## src/rtl/mole_spawner.sv

```systemverilog
// Mole spawner: picks a pseudo-random hole, holds it for a visible window, then blanks.
// Reports hit, timeout and wrong-hole events as registered single-cycle pulses.
module mole_spawner #(
  parameter int unsigned NUM_HOLES  = 18,
  parameter int unsigned UP_CYCLES  = 25000000,
  parameter int unsigned GAP_CYCLES = 12500000,
  parameter logic [15:0] LFSR_SEED  = 16'hACE1,
  parameter logic [4:0]  BLANK      = 5'd31
) (
  input  logic                 clk,
  input  logic                 rst_n,
  input  logic                 start,
  input  logic                 stop,
  input  logic [NUM_HOLES-1:0] hit_req,
  output logic [4:0]           number,
  output logic                 mole_hit,
  output logic                 mole_miss,
  output logic                 wrong_hit,
  output logic                 active
);

  localparam int unsigned MaxCycles = (UP_CYCLES > GAP_CYCLES) ? UP_CYCLES : GAP_CYCLES;
  localparam int unsigned CntW      = $clog2(MaxCycles + 1);
  localparam logic [CntW-1:0] UpLoad  = CntW'(UP_CYCLES - 1);
  localparam logic [CntW-1:0] GapLoad = CntW'(GAP_CYCLES - 1);
  localparam logic [4:0]      NumHoles5 = 5'(NUM_HOLES);

  typedef enum logic [1:0] {StIdle, StGap, StPick, StUp} state_e;

  state_e              state_q, state_d;
  logic [CntW-1:0]     cnt_q, cnt_d;
  logic [15:0]         lfsr_q, lfsr_d;
  logic [4:0]          number_q, number_d;
  logic [4:0]          prev_q, prev_d;
  logic                hit_q, hit_d;
  logic                miss_q, miss_d;
  logic                wrong_q, wrong_d;
  logic                active_q, active_d;
  logic [NUM_HOLES-1:0] pos_mask;
  logic                hit_c, wrong_c;
  logic [4:0]          cand;

  always_comb begin
    // Galois form of x^16+x^14+x^13+x^11+1, shifting right.
    lfsr_d   = {1'b0, lfsr_q[15:1]} ^ (lfsr_q[0] ? 16'hB400 : 16'h0000);
    pos_mask = NUM_HOLES'(1) << number_q;
    hit_c    = |(hit_req & pos_mask);
    wrong_c  = |(hit_req & ~pos_mask);
    cand     = lfsr_q[4:0];

    state_d  = state_q;
    cnt_d    = cnt_q;
    number_d = number_q;
    prev_d   = prev_q;
    hit_d    = 1'b0;
    miss_d   = 1'b0;
    wrong_d  = 1'b0;

    if (stop) begin
      state_d  = StIdle;
      number_d = BLANK;
    end else begin
      unique case (state_q)
        StIdle: begin
          number_d = BLANK;
          if (start) begin
            state_d = StGap;
            cnt_d   = GapLoad;
          end
        end
        StGap: begin
          number_d = BLANK;
          if (cnt_q == '0) state_d = StPick;
          else             cnt_d   = cnt_q - CntW'(1);
        end
        StPick: begin
          if (cand < NumHoles5 && cand != prev_q) begin
            state_d  = StUp;
            number_d = cand;
            prev_d   = cand;
            cnt_d    = UpLoad;
          end
        end
        StUp: begin
          wrong_d = wrong_c;
          if (hit_c || cnt_q == '0) begin
            // A hit on the last visible cycle wins over the timeout.
            hit_d    = hit_c;
            miss_d   = ~hit_c;
            state_d  = StGap;
            cnt_d    = GapLoad;
            number_d = BLANK;
          end else begin
            cnt_d = cnt_q - CntW'(1);
          end
        end
        default: begin
          state_d  = StIdle;
          number_d = BLANK;
        end
      endcase
    end

    active_d = (state_d != StIdle);
  end

  always_ff @(posedge clk) begin
    if (!rst_n) begin
      state_q  <= StIdle;
      cnt_q    <= '0;
      lfsr_q   <= LFSR_SEED;
      number_q <= BLANK;
      prev_q   <= BLANK;
      hit_q    <= 1'b0;
      miss_q   <= 1'b0;
      wrong_q  <= 1'b0;
      active_q <= 1'b0;
    end else begin
      state_q  <= state_d;
      cnt_q    <= cnt_d;
      lfsr_q   <= lfsr_d;
      number_q <= number_d;
      prev_q   <= prev_d;
      hit_q    <= hit_d;
      miss_q   <= miss_d;
      wrong_q  <= wrong_d;
      active_q <= active_d;
    end
  end

  assign number    = number_q;
  assign mole_hit  = hit_q;
  assign mole_miss = miss_q;
  assign wrong_hit = wrong_q;
  assign active    = active_q;

endmodule

```

## config.mk

```make
export PLATFORM = sky130hd
export DESIGN_NAME = mole_spawner
export DESIGN_NICKNAME = d
export VERILOG_FILES = /design/src/rtl/mole_spawner.sv
export SDC_FILE = /design/constraint.sdc
export NUM_CORES = 1
export LEC_CHECK = 0
export ABC_AREA = 0
export ABC_CLOCK_PERIOD_IN_PS = 2400
export CORE_MARGIN = 5
export CORE_UTILIZATION = 40
export CTS_CLUSTER_SIZE = 28
export DETAILED_ROUTE_END_ITERATION = 8
export GPL_TIMING_DRIVEN = 0
export PLACE_DENSITY = 0.66
export SLEW_MARGIN = 20
export SYNTH_ARGS = -nofsm -noshare
export SYNTH_HDL_FRONTEND = slang
export SYNTH_SLANG_ARGS = --single-unit
```

## constraint.sdc

```tcl
create_clock -name clk -period 2.4 [get_ports clk]
set_input_delay 0.6 -clock clk [delete_from_list [all_inputs] [get_ports clk]]
set_output_delay 0.6 -clock clk [all_outputs]
set_load 0.01 [all_outputs]
```

==> impl_metrics.env <==
export IMPL_status="finished, violations left"
export IMPL_violations="setup timing"
export IMPL_antenna_found_initial=0
export IMPL_antenna_cells=0
export IMPL_grt_max_degree=11
export IMPL_synth_area_leaders="dfxtp_1 38%, nor2_1 4.3%, mux2i_1 4.3%"
export IMPL_drv_cap=0
export IMPL_arrival_ns=2.69
export IMPL_grtUsageTotal_pct=18.0
export IMPL_min_path_cells=1
export IMPL_vias_per_cell=5.66
export IMPL_grt_overflow=0
export IMPL_cts_tree="done"
export IMPL_path_clk_slew_ns=0.07
export IMPL_min_from="lfsr_q[7]"
export IMPL_hpwl_um=5500
export IMPL_synth_nets=380
export IMPL_slew_headroom_pct=54.7
export IMPL_area_growth_pct=41.9
export IMPL_fmax_mhz=406
export IMPL_place_congestion=0.890
export IMPL_synth_warnings=0
export IMPL_cp_max_fo=8
export IMPL_drive_above_1_share_pct=29.5
export IMPL_drtIter0Drc=209
export IMPL_critical_path_required_ns=2.63
export IMPL_ys_seq_area_share_pct=37.7
export IMPL_yosysTopAreaCell="dfxtp_1"
export IMPL_cts_made_buffers=9
export IMPL_layout_area_seq_um2=1150
export IMPL_die_height_um=97.0
export IMPL_hold_viol=0
export IMPL_cts_sinks=57
export IMPL_worst_pin_slew_ns=0.680
export IMPL_vias=3002
export IMPL_setup_slack_ns=-0.0640
export IMPL_synth_edf_count=0
export IMPL_grt_use_met1_pct=22.8
export IMPL_p_sw_share_pct=29.9
export IMPL_cts_root_buf="clkbuf_8"
export IMPL_synth_area_per_cell_um2=8.51
export IMPL_grt_pass1_vias=2713
export IMPL_n_fill_cell=614
export IMPL_yosys_top_cells_count="57 x dfxtp_1, 35 x nor2_1, 21 x nand2_1"
export IMPL_ctsHoldBuffers=0
export IMPL_r2r_start="cnt_q[9]"
export IMPL_synth_main_ff_cell="dfxtp_1"
export IMPL_ff2ff_path_depth=8
export IMPL_timing_rr_end="cnt_q[21]"
export IMPL_core_um2=7330
export IMPL_synth_top_area_share_pct=37.7
export IMPL_drtAntennaViolNets=0
export IMPL_start_kind="register"
export IMPL_cts_htree_levels=3
export IMPL_pwr_share_seq_pct=43.1
export IMPL_end_kind="register"
export IMPL_grt_util_met2_pct=27.8
export IMPL_io_pins=31
export IMPL_ff2ff_setup_slack_ns=-0.06
export IMPL_dr_pass1_iters=4
export IMPL_drcViolationCount=0
export IMPL_power_density_nw_per_um2=571
export IMPL_rows=31
export IMPL_async_flop_share_pct=0
export IMPL_port_buffers=29
export IMPL_clk_latency_ns=0.34
export IMPL_worstSetupPathType="reg -> reg"
export IMPL_syn_inst=356
export IMPL_ys_types=63
export IMPL_wl_per_cell_um=17.3
export IMPL_die_width_um=97.0
export IMPL_num_nets_final=451
export IMPL_maxSlewViolCount=0
export IMPL_hold_path_end="lfsr_q[6]"
export IMPL_drt_total_wl_um=9170
export IMPL_multi_input_area_um2=2080
export IMPL_grt_pass1_wl_um=13800
export IMPL_internal_power_w=0.00172
export IMPL_ir_drop_uv=422
export IMPL_hold_class="reg -> reg"
export IMPL_finalNonFillerCells=530
export IMPL_rsz0062_at_grt="yes"
export IMPL_fin_worst_skew_ns=0.00892
export IMPL_placed_area_um2=3450
export IMPL_finalCritPeriodShare_pct=103
export IMPL_p_comb_share_pct=22.0
export IMPL_power_leakage_nw=1.66
export IMPL_p_switching_w=0.000734
export IMPL_synth_seq_cells=57
export IMPL_numPlacedInstances=484
export IMPL_start_util_pct=41.3
export IMPL_synth_most_common_cell="dfxtp_1"
export IMPL_cts_buffer_depth=2
export IMPL_dieArea_um2=9410
export IMPL_gr_max_usage_layer="met2"
export IMPL_finalInstanceArea_um2=4300
export IMPL_finalSetupViolCount=13
export IMPL_min_period_ns=2.46
export IMPL_clkPwrFrac_pct=34.9
export IMPL_grt_use_met3_pct=4.60
export IMPL_syn_cell_area_um2=3030
-- per-layer routing --
metal  vias to the layer above  share of wire, %
li1                       1467                 -
met1                      1417                43
met2                       102                49
met3                        16               6.2
met4                         0               1.6
met5                         -                 0
-- sequential cells by signal (all words and copies together) (netlist names) --
signal / cells
lfsr_q: 16
mole_miss: 1
mole_hit: 1
active: 1
prev_q: 5
state_q: 2
cnt_q: 25
wrong_hit: 1
number: 5
-- timing repair --
action                     in CTS  in global routing
setup endpoints to repair      31                 32
gates resized for setup        45                 63
buffers inserted               18                 14
pin swaps                      26                 31
cloned                          1                  1
-- cell type report --
cell class / instances / share of cell area (%)
buffer: 23 / 3.67
clock buffer: 9 / 2.88
clock inverter: 6 / 1.40
inverter: 3 / 0.262
multi-input combinational: 271 / 48.3
sequential: 57 / 26.8
tap: 99 / 2.88
timing repair buffer: 62 / 13.8
-- through the flow --
stage | hold WS, ns | worst slack (ns) | TNS, ns | power, W | utilization, %
6_report | 0.404 | -0.0640 | -0.448 | 0.00246 | 58.6
5_1_grt | 0.422 | -0.124 | -1.69 | 0.00256 | 58.6
4_1_cts | 0.406 | -0.134 | -1.82 | 0.00237 | 54.0
3_5_place_dp | 0.392 | -0.831 | -19.91 | 0.00144 | 47.0
3_3_place_gp | 0.389 | -0.753 | -18.38 | 0.00143 | 47.0
2_1_floorplan | 0.386 | -0.00174 | -0.00174 | 0.00132 | -
-- cells in the final DEF (no fill, tap or decap), types with 7 or more instances in the layout --
master / Yosys / routed
a21oi_1: 16 / 13
and2_1: 8 / 8
buf_4: 1 / 24
buf_6: 2 / 15
clkbuf_1: 16 / 11
clkbuf_8: 1 / 10
clkdlybuf4s50_1: 0 / 21
dfxtp_1: 57 / 50
dlymetal6s2s_1: 0 / 8
mux2i_1: 13 / 12
nand2_1: 21 / 20
nand2b_1: 12 / 12
nand3_1: 14 / 14
nor2_1: 35 / 33
nor3_1: 20 / 16
o21ai_0: 13 / 7
o22ai_1: 9 / 8
xnor2_1: 8 / 8
-- critical path, stage by stage, from the launching register on --
cell     delay, ns
dfxtp_2       0.34
or3_4         0.37
or4_4         0.43
buf_8         0.16
nor4_4        0.36
nor4_4        0.08
buf_6         0.17
and2_4        0.13
o311a_1       0.31
-- power groups by stage --
stage | combinational, W | sequential, W | clock (W)
after floorplan | 0.000267 | 0.00105 | 0
after global placement | 0.000370 | 0.00106 | 0
after CTS | 0.000451 | 0.00104 | 0.000872
final | 0.000541 | 0.00106 | 0.000857
after detailed placement | 0.000377 | 0.00106 | 0
after global routing | 0.000583 | 0.00106 | 0.000914
-- cell families (layout without fill, tap and decap cells) --
kind of cell             count (synthesis)  count (layout)  share of synthesized area, %
AO/OA/AOI/OAI                           91              91                          21.6
XOR/XNOR                                 8               8                          2.31
adder cells (fa/ha/maj)                  2               2                         0.826
buffers and inverters                   28             103                          4.63
AND/OR/NAND/NOR                        153             153                          27.2
flip-flops                              57              57                          37.7
multiplexers                            17              17                          5.78
-- worst max-delay path by stage --
stage	cells past startpoint	to	startpoint
4_1_cts	8	cnt_q[19]	cnt_q[21]
3_5_place_dp	8	cnt_q[5]	hit_req[3]
2_1_floorplan	9	cnt_q[23]	cnt_q[18]
5_1_grt	8	cnt_q[21]	cnt_q[10]
3_3_place_gp	8	cnt_q[16]	hit_req[3]
6_report	8	cnt_q[21]	cnt_q[9]
Note: power is estimated with default switching activity, not from simulation.
